File: src/rtl/seq_reader_pkg.sv
// Shared types and helpers for the seq_reader sequence monitor.
package seq_reader_pkg;

    typedef enum logic [1:0] {
        SEARCH,
        LOCKING,
        TRACK,
        FAULT
    } state_t;

    typedef enum logic [1:0] {
        MATCH,
        STALE,
        SKIP
    } sample_class_t;

    localparam int unsigned     CNT_W   = 16;
    localparam logic [CNT_W-1:0] CNT_MAX = 16'hFFFF;

    // Classifies a sample against the expected value, modulo 2^width.
    // Operands are zero-extended to 32 bits, so width must not exceed 32.
    function automatic sample_class_t classify_sample(
        input logic [31:0]  data,
        input logic [31:0]  expected,
        input int unsigned  width
    );
        logic [31:0] mask;
        logic [31:0] prev;
        mask = (width >= 32) ? '1 : ((32'd1 << width) - 32'd1);
        prev = (expected - 32'd1) & mask;
        if ((data & mask) == (expected & mask)) begin
            return MATCH;
        end else if ((data & mask) == prev) begin
            return STALE;
        end else begin
            return SKIP;
        end
    endfunction

endpackage

File: src/rtl/seq_sat_counter.sv
// Saturating up-counter with synchronous clear; holds at all-ones.
module seq_sat_counter #(
    parameter int unsigned WIDTH = 16
) (
    input  logic             clk,
    input  logic             rst,
    input  logic             clear,
    input  logic             inc,
    output logic [WIDTH-1:0] count
);

    logic [WIDTH-1:0] r_count;

    // Count events, stopping at the maximum value instead of wrapping.
    always_ff @(posedge clk or posedge rst) begin
        if (rst) begin
            r_count <= '0;
        end else if (clear) begin
            r_count <= '0;
        end else if (inc && (r_count != '1)) begin
            r_count <= r_count + 1'b1;
        end
    end

    assign count = r_count;

endmodule

File: src/rtl/seq_reader.sv
// Sequence monitor for an incrementing producer value: locks onto the
// sequence, counts stale and skipped samples and faults after a run of
// consecutive bad samples. Optional macro SEQ_READER_SNAPSHOT_EN adds a
// capture of the first bad sample seen while tracking.
module seq_reader
    import seq_reader_pkg::*;
#(
    parameter int unsigned WIDTH      = 8,
    parameter int unsigned LOCK_COUNT = 2,
    parameter int unsigned ERR_LIMIT  = 4
) (
    input  logic             clk,
    input  logic             rst,
    input  logic             clear,
    input  logic             valid,
    input  logic [WIDTH-1:0] data,
    output logic             locked,
    output logic             in_error,
    output logic [CNT_W-1:0] stale_cnt,
    output logic [CNT_W-1:0] skip_cnt,
    output logic [WIDTH-1:0] last_good
`ifdef SEQ_READER_SNAPSHOT_EN
    ,
    output logic             snap_valid,
    output logic [WIDTH-1:0] snap_expected,
    output logic [WIDTH-1:0] snap_data
`endif
);

    localparam int unsigned RUN_W = $clog2(LOCK_COUNT + 1);
    localparam int unsigned BAD_W = $clog2(ERR_LIMIT + 1);
    localparam logic [RUN_W-1:0] RUN_LOCK = RUN_W'(LOCK_COUNT);
    localparam logic [BAD_W-1:0] BAD_LIM  = BAD_W'(ERR_LIMIT);

    state_t           r_state,    w_state_nx;
    logic [WIDTH-1:0] r_expected, w_expected_nx;
    logic [RUN_W-1:0] r_run,      w_run_nx;
    logic [BAD_W-1:0] r_bad,      w_bad_nx;
    logic [WIDTH-1:0] r_last_good, w_last_good_nx;

    sample_class_t    w_class;
    logic [WIDTH-1:0] w_data_p1;
    logic [RUN_W-1:0] w_run_p1;
    logic [BAD_W-1:0] w_bad_p1;
    logic             w_inc_stale;
    logic             w_inc_skip;

    assign w_class   = classify_sample(32'(data), 32'(r_expected), WIDTH);
    assign w_data_p1 = data + WIDTH'(1);
    assign w_run_p1  = r_run + RUN_W'(1);
    assign w_bad_p1  = r_bad + BAD_W'(1);

    // Register FSM state and tracking datapath.
    always_ff @(posedge clk or posedge rst) begin
        if (rst) begin
            r_state     <= SEARCH;
            r_expected  <= '0;
            r_run       <= '0;
            r_bad       <= '0;
            r_last_good <= '0;
        end else begin
            r_state     <= w_state_nx;
            r_expected  <= w_expected_nx;
            r_run       <= w_run_nx;
            r_bad       <= w_bad_nx;
            r_last_good <= w_last_good_nx;
        end
    end

    // Next-state and datapath update for one sample; clear overrides valid.
    always_comb begin
        w_state_nx     = r_state;
        w_expected_nx  = r_expected;
        w_run_nx       = r_run;
        w_bad_nx       = r_bad;
        w_last_good_nx = r_last_good;
        w_inc_stale    = 1'b0;
        w_inc_skip     = 1'b0;
        if (clear) begin
            w_state_nx = SEARCH;
            w_run_nx   = '0;
            w_bad_nx   = '0;
        end else if (valid) begin
            case (r_state)
                SEARCH: begin
                    w_expected_nx = w_data_p1;
                    w_run_nx      = RUN_W'(1);
                    w_state_nx    = LOCKING;
                end
                LOCKING: begin
                    w_expected_nx = w_data_p1;
                    if (w_class == MATCH) begin
                        w_run_nx       = w_run_p1;
                        w_last_good_nx = data;
                        if (w_run_p1 == RUN_LOCK) begin
                            w_state_nx = TRACK;
                            w_bad_nx   = '0;
                        end
                    end else begin
                        w_run_nx = RUN_W'(1);
                    end
                end
                TRACK: begin
                    if (w_class == MATCH) begin
                        w_expected_nx  = w_data_p1;
                        w_last_good_nx = data;
                        w_bad_nx       = '0;
                    end else begin
                        w_bad_nx = w_bad_p1;
                        if (w_class == STALE) begin
                            w_inc_stale = 1'b1;
                        end else begin
                            w_inc_skip    = 1'b1;
                            w_expected_nx = w_data_p1;
                        end
                        if (w_bad_p1 == BAD_LIM) begin
                            w_state_nx = FAULT;
                        end
                    end
                end
                default: ;
            endcase
        end
    end

    seq_sat_counter #(.WIDTH(CNT_W)) u_stale_cnt (
        .clk   (clk),
        .rst   (rst),
        .clear (clear),
        .inc   (w_inc_stale),
        .count (stale_cnt)
    );

    seq_sat_counter #(.WIDTH(CNT_W)) u_skip_cnt (
        .clk   (clk),
        .rst   (rst),
        .clear (clear),
        .inc   (w_inc_skip),
        .count (skip_cnt)
    );

    assign locked    = (r_state == TRACK);
    assign in_error  = (r_state == FAULT);
    assign last_good = r_last_good;

`ifdef SEQ_READER_SNAPSHOT_EN
    logic             r_snap_valid;
    logic [WIDTH-1:0] r_snap_expected;
    logic [WIDTH-1:0] r_snap_data;

    // Hold the first bad tracking sample and its expected value until clear.
    always_ff @(posedge clk or posedge rst) begin
        if (rst) begin
            r_snap_valid    <= 1'b0;
            r_snap_expected <= '0;
            r_snap_data     <= '0;
        end else if (clear) begin
            r_snap_valid    <= 1'b0;
            r_snap_expected <= '0;
            r_snap_data     <= '0;
        end else if (valid && (r_state == TRACK) && (w_class != MATCH) && !r_snap_valid) begin
            r_snap_valid    <= 1'b1;
            r_snap_expected <= r_expected;
            r_snap_data     <= data;
        end
    end

    assign snap_valid    = r_snap_valid;
    assign snap_expected = r_snap_expected;
    assign snap_data     = r_snap_data;
`endif

endmodule
File: config.mk
export PLATFORM = sky130hd
export DESIGN_NAME = seq_reader
export DESIGN_NICKNAME = d
export VERILOG_FILES = /design/src/rtl/seq_reader_pkg.sv /design/src/rtl/seq_sat_counter.sv /design/src/rtl/seq_reader.sv
export SDC_FILE = /design/constraint.sdc
export NUM_CORES = 1
export LEC_CHECK = 0
export BUFFER_PORTS_ARGS = -buffer_cell sky130_fd_sc_hd__buf_2
export CORE_MARGIN = 2
export CORE_UTILIZATION = 57
export CTS_CLUSTER_SIZE = 8
export DETAILED_ROUTE_END_ITERATION = 10
export PLACE_DENSITY = 0.8
export SKIP_CTS_REPAIR_TIMING = 1
export SLEW_MARGIN = 20
export SYNTH_ARGS = -nofsm -noshare
export SYNTH_HDL_FRONTEND = slang
export SYNTH_HIERARCHICAL = 1
export SYNTH_SLANG_ARGS = --single-unit
File: constraint.sdc
create_clock -name clk -period 3.8 [get_ports clk]
set_input_delay 0.19 -clock clk [delete_from_list [all_inputs] [get_ports clk]]
set_output_delay 0.19 -clock clk [all_outputs]
set_load 0.05 [all_outputs]
After elaboration in Yosys (flattened, before gate mapping)
Index checks and enable logic that the tools add are counted.
Cells by class
  add/sub/neg operators: 6
  muxes and demuxes: 36
  bitwise gates (word level): 1
  eq/ne operators: 15
  reduce and logical (&&, ||, !) cells: 18
Operator list (count)
  16-bit 2-to-1 mux: 4
  16-bit by 1-bit adder with 16-bit output, second input constant: 2
  16-bit != test, second input constant: 2
  2-bit 2-to-1 mux: 11
  8-bit equality test: 2
  8-bit 2-to-1 mux: 2
  8-bit one-hot mux with 2 select lines: 1
  3-bit 2-to-1 mux: 5
  3-bit != test, second input constant: 4
  4-bit AND reduction: 3
  1-bit 2-to-1 mux: 10
  8-bit by 1-bit adder with 8-bit output, second input constant: 1
  2-bit nonzero test: 4
  8-bit by 1-bit subtractor with 8-bit output, second input constant: 1
  2-bit equality test, second input constant: 3
  2-bit one-hot mux with 3 select lines: 1
  3-bit one-hot mux with 2 select lines: 1
  6-bit AND reduction: 1
  3-bit nonzero test: 2
  2-bit by 1-bit equality test with 1-bit output, second input constant: 2
  2-bit zero test: 2
  2-bit one-hot mux with 2 select lines: 1
  4-bit nonzero test: 1
  2-bit OR reduction: 2
  other kinds (7): 8
Word-level totals
  input port bits: 12
  output and inout port bits: 42
  bits in registers: 55
  word-level logic and storage cells: 83

Depth between registers and ports, before layout
  depth after elaboration: 13
  gate-level depth with buffers: 12
  depth with buffers taken out: 10

By module
The synthesis kept the hierarchy.
By module, submodules not included
  seq_sat_counter: cells an instance 101, instances 2, area each 932.1 sq um, seq. area each 400.4 sq um
  seq_reader: cells an instance 149, instances 1, area each 1531.5 sq um, seq. area each 575.6 sq um

Least setup slack after synthesis
Ideal clock, no wire load.
  path type: register to register
  from: reg r_expected[1]
  to: reg u_stale_cnt.r_count[13] (netlist: u_stale_cnt/count[13])
  arrival time: 3.207 ns
  path buffers: 1
  data required time: 3.722 ns
  setup time: 0.078 ns
  clock period less this slack: 3.284 ns
  stages on the path, launching flop included: 11
  slack: 0.516 ns
  cell sequence: dfrtp_1 or4_1 a2111oi_2 nor2_1 a2111oi_4 and2_2 clkbuf_2 nand3_1 or4_4 or4_1 a21oi_1
Between the ends
  cells in the longest elaborated chain, start to end: 12
  elaborated cells on any way between the ends: 14
  those cells by class: 1 x add/sub; 3 x eq/ne; 7 x mux; 3 x reduce/logical
Ends and longest elaborated chain
  start, declared: RTL line seq_reader.sv:36  | logic [WIDTH-1:0] r_expected, w_expected_nx;
  start signal, assigned: RTL line seq_reader.sv:63  | r_expected <= w_expected_nx;
  8-bit by 1-bit subtractor with 8-bit output: RTL line seq_reader_pkg.sv:30  | prev = (expected - 32'd1) & mask;
  8-bit equality test: RTL line seq_reader_pkg.sv:33  | end else if ((data & mask) == prev) begin
  2-bit 2-to-1 mux: RTL line seq_reader_pkg.sv:33
  2-bit 2-to-1 mux *: RTL line seq_reader_pkg.sv:31  | if ((data & mask) == (expected & mask)) begin
  2-bit by 1-bit equality test with 1-bit output: RTL line seq_reader.sv:110  | if (w_class == STALE) begin
  1-bit 2-to-1 mux: RTL line seq_reader.sv:110
  1-bit 2-to-1 mux *: RTL line seq_reader.sv:104  | if (w_class == MATCH) begin
  1-bit 2-to-1 mux *: RTL line seq_reader.sv:84  | case (r_state)
  1-bit 2-to-1 mux *: RTL line seq_reader.sv:83  | end else if (valid) begin
  1-bit 2-to-1 mux *: RTL line seq_reader.sv:79  | if (clear) begin
  net w_inc_stale: RTL line seq_reader.sv:45  | logic w_inc_stale;
  1-bit logical AND *: RTL line seq_sat_counter.sv:20  | end else if (inc && (r_count != '1)) begin
  2-bit nonzero test (no line) *
  end signal, assigned: RTL line seq_sat_counter.sv:21  | r_count <= r_count + 1'b1;
  end, declared: RTL line seq_sat_counter.sv:12  | logic [WIDTH-1:0] r_count;
Mark *: on every way through the listed nets, which the timed path passes. The rest lies on a longest branch.
A chain may end at the register's enable or synchronous reset.

Worst setup path after layout
Ends and elaborated chain as after synthesis.

==> out/results.txt <==
Status = finished with violations
Failing checks = negative hold slack
Yosys cell types = 50
Largest fanout of any net on the critical path = 8
Pin count of the biggest net entering global routing = 48
Setup crit end kind = flop
Critical path launch point type = flop
Global-route total usage across every layer = 24.35%
Timing-limited maximum frequency = 287.4 MHz
Commonest register cell after synthesis = sky130_fd_sc_hd__dfrtp_1
Post-route cell area = 3801 µm²
Global placement routability congestion = 0.8591
Power per cell area = 380.6 nW/µm²
DR vias/cell = 6.201
Most used cell, CP = sky130_fd_sc_hd__or4_1
Number of core rows = 28
ANT nets after route = 0
Number of clock sinks seen by CTS = 55
Data arrival time of the worst path = 3.72 ns
Part of the cycle the worst path needs = 91.57%
Worst max-slew margin expressed relative to the limit = 37.72%
Number of antenna violations at the first check in global routing = 0
Detailed-route via count = 2958
H-tree depth reported by CTS = 2
Die width = 81.19 µm
Die Footprint = 6591 µm²
Total power of the final layout = 1.447 mW
Initial detailed-routing violation count = 191
Number of instances in the synthesized netlist = 351
Leakage power of the design = 1.651 nW
Number of buffer cells added on primary ports = 53
Min Clock Period, post-route = 3.480 ns
Total grt overflow = 0
Global-route wire length before repair = 12.62 mm
Worst supply voltage drop on vdd = 0.0002289 V
Post-synth EDFFs = 0
# diodes = 0
TritonCTS clock tree = done
Post-route worst hold slack = -0.01344 ns
Max Slew Vio Count = 0
Detailed-router iteration count before antenna repair = 4
WP data required = 4.04 ns
Critical path's top delay family = simple AND/OR/NAND/NOR gates
Number of buffers added by the clock tree synthesis step = 5
Commonest non-fill, non-tap cell in the layout = sky130_fd_sc_hd__dfrtp_1
CP bufs+invs = 0
Yosys warning count = 6
Core area = 5851 µm²
Share of flip-flops with an asynchronous set or reset after synthesis = 100.0%
Category of the critical setup timing path = reg -> reg
Most frequent cells in the layout = sky130_fd_sc_hd__dfrtp_1 (55), sky130_fd_sc_hd__buf_2 (53), sky130_fd_sc_hd__a21oi_1 (27), sky130_fd_sc_hd__nand2_1 (21), sky130_fd_sc_hd__nand3_1 (19)
Footprint of the multi-input gates = 1891 µm²
CP max stage cell = sky130_fd_sc_hd__or4_1
Dpl cells = 469
Latest clock arrival within the worst-skew pair = 0.31 ns
Max-cap violations = 0
Class of the most critical hold timing path = in -> async
Ports = 54
Setup repair after global routing missed its margin = no
Fraction of final layout cells sized beyond drive strength 1 = 24.13%
Total area of sequential cells = 1376 µm²
Worst-path clk slew = 0.10 ns
Setup ws final = 0.3205 ns
Instance area after placement = 3701 µm²
Die H = 81.19 µm
Area growth from synthesis to final layout = 11.94%
DR WL/cell = 15.94 µm
Final count of negative-setup-slack endpoints = 0
Post-route non-filler standard cell count = 477
Final-layout fill cell count = 486
Largest stage delay on the critical path = 0.59 ns
Via count of the first global-routing pass = 2664
Slew at the pin closest to its max-slew limit = 0.9332 ns
Syn nets = 374
Average cell area after synthesis = 9.675 µm²
Count of final hold-check violations = 16
Worst clock skew = 0.01221 ns
Residual DRC count = 0
Setup TNS after final layout = 0 ns
Cells along the critical path = or4_1 -> a2111oi_2 -> nor2_1 -> a2111oi_4 -> and2_2 -> nand3_1 -> or4_4 -> or4_1 -> a21oi_1
Final wirelength = 7.603 mm
Net count reported at finish = 424
Maximum number of buffers from clock root to sink = 2
Cell Area, Synth = 3396 µm²
Starting utilization of the core area = 58.04%
Sequential fraction of the synthesis area = 40.53%
Flip-flop and latch count after synthesis = 55
Clk Tree Root Cell = sky130_fd_sc_hd__clkbuf_8
HPWL after detailed placement = 5.375 mm
Placement-stage worst setup slack = 0.3699 ns
Yosys cell counts (9+ instances only):
master | n | area [µm²]
sky130_fd_sc_hd__ha_1 | 11 | 137.6
sky130_fd_sc_hd__xnor2_1 | 9 | 78.83
sky130_fd_sc_hd__a21oi_1 | 27 | 135.1
sky130_fd_sc_hd__mux2_2 | 18 | 202.7
sky130_fd_sc_hd__nand3_1 | 19 | 95.09
sky130_fd_sc_hd__nor2_1 | 17 | 63.81
sky130_fd_sc_hd__nand4_1 | 10 | 62.56
sky130_fd_sc_hd__o31ai_1 | 10 | 75.07
sky130_fd_sc_hd__nand2_1 | 21 | 78.83
sky130_fd_sc_hd__dfrtp_1 | 55 | 1376
sky130_fd_sc_hd__o21ai_0 | 13 | 65.06
sky130_fd_sc_hd__or4_1 | 13 | 97.59
sky130_fd_sc_hd__xor2_1 | 9 | 78.83
sky130_fd_sc_hd__inv_1 | 16 | 60.06
sky130_fd_sc_hd__nor3_1 | 12 | 60.06
sky130_fd_sc_hd__or3_1 | 12 | 75.07
path summary, 6_finish.rpt:
kind / from / end / slack, ns / depth (start not counted)
min in group clk: data[7] / last_good[7] / 0.18 / 2
setup / recovery: r_expected[1] / u_stale_cnt/count[13] / 0.32 / 9
hold / removal: rst / u_stale_cnt/count[14] / -0.01 / 2
max in group asynchronous: rst / r_expected[1] / 3.11 / 2
setup reg to reg: r_expected[1] / u_stale_cnt/count[13] / 0.32 / 9
hold reg to reg: last_good[3] / last_good[3] / 0.51 / 1
stage by stage:
stage / util, % / hold WS [ns]
after detailed placement: 63.26 / 0.3441
after CTS: 64.97 / 0.004952
final: 64.97 / -0.01344
after global routing: 64.97 / 0.02399
after global placement: 63.26 / 0.3284
after floorplan: - / 0.1037
routing by layer:
layer / GRT usage, % / up-vias / share of wire (%)
met2: 41.65 / 76 / 50
met3: 3.778 / 6 / 4.5
met1: 33.00 / 1460 / 45
li1: - / 1416 / -
met4: 4.746 / 0 / 0.80
met5: 0 / - / 0
cell families (layout without fill, tap and decap cells):
kind of cell,count (synthesis),after routing,share of synthesized area (%)
buffers and inverters,28,79,3.795
and+or+nand+nor,145,145,25.13
xor gates and xnor gates,18,18,4.643
muxes,23,23,7.443
adders and majority gates,11,11,4.053
DFF,55,55,40.53
AOI/OAI and AO/OA,71,71,14.41
power breakdown:
part	internal, mW	leakage, nW	switching (mW)
sequential	0.633	0.746	0.0582
clock	0.167	0.0515	0.190
combinational	0.148	0.854	0.250
total	0.948	1.65	0.498
final cells by class:
class                           count  share of cell area, %
Clock buffer                        8                  2.633
Inverter                           16                  1.580
Multi-Input combinational cell    268                  49.74
Sequential cell                    55                  36.21
Tap cell                           75                  2.469
Timing Repair Buffer               55                  7.373
sequential cells by signal, summed over array words and instances (netlist names):
name / cells
r_expected: 8
u_stale_cnt/count: 16
r_bad: 3
r_state: 2
last_good: 8
r_run: 2
u_skip_cnt/count: 16
Power figures use the tool's default switching activity.
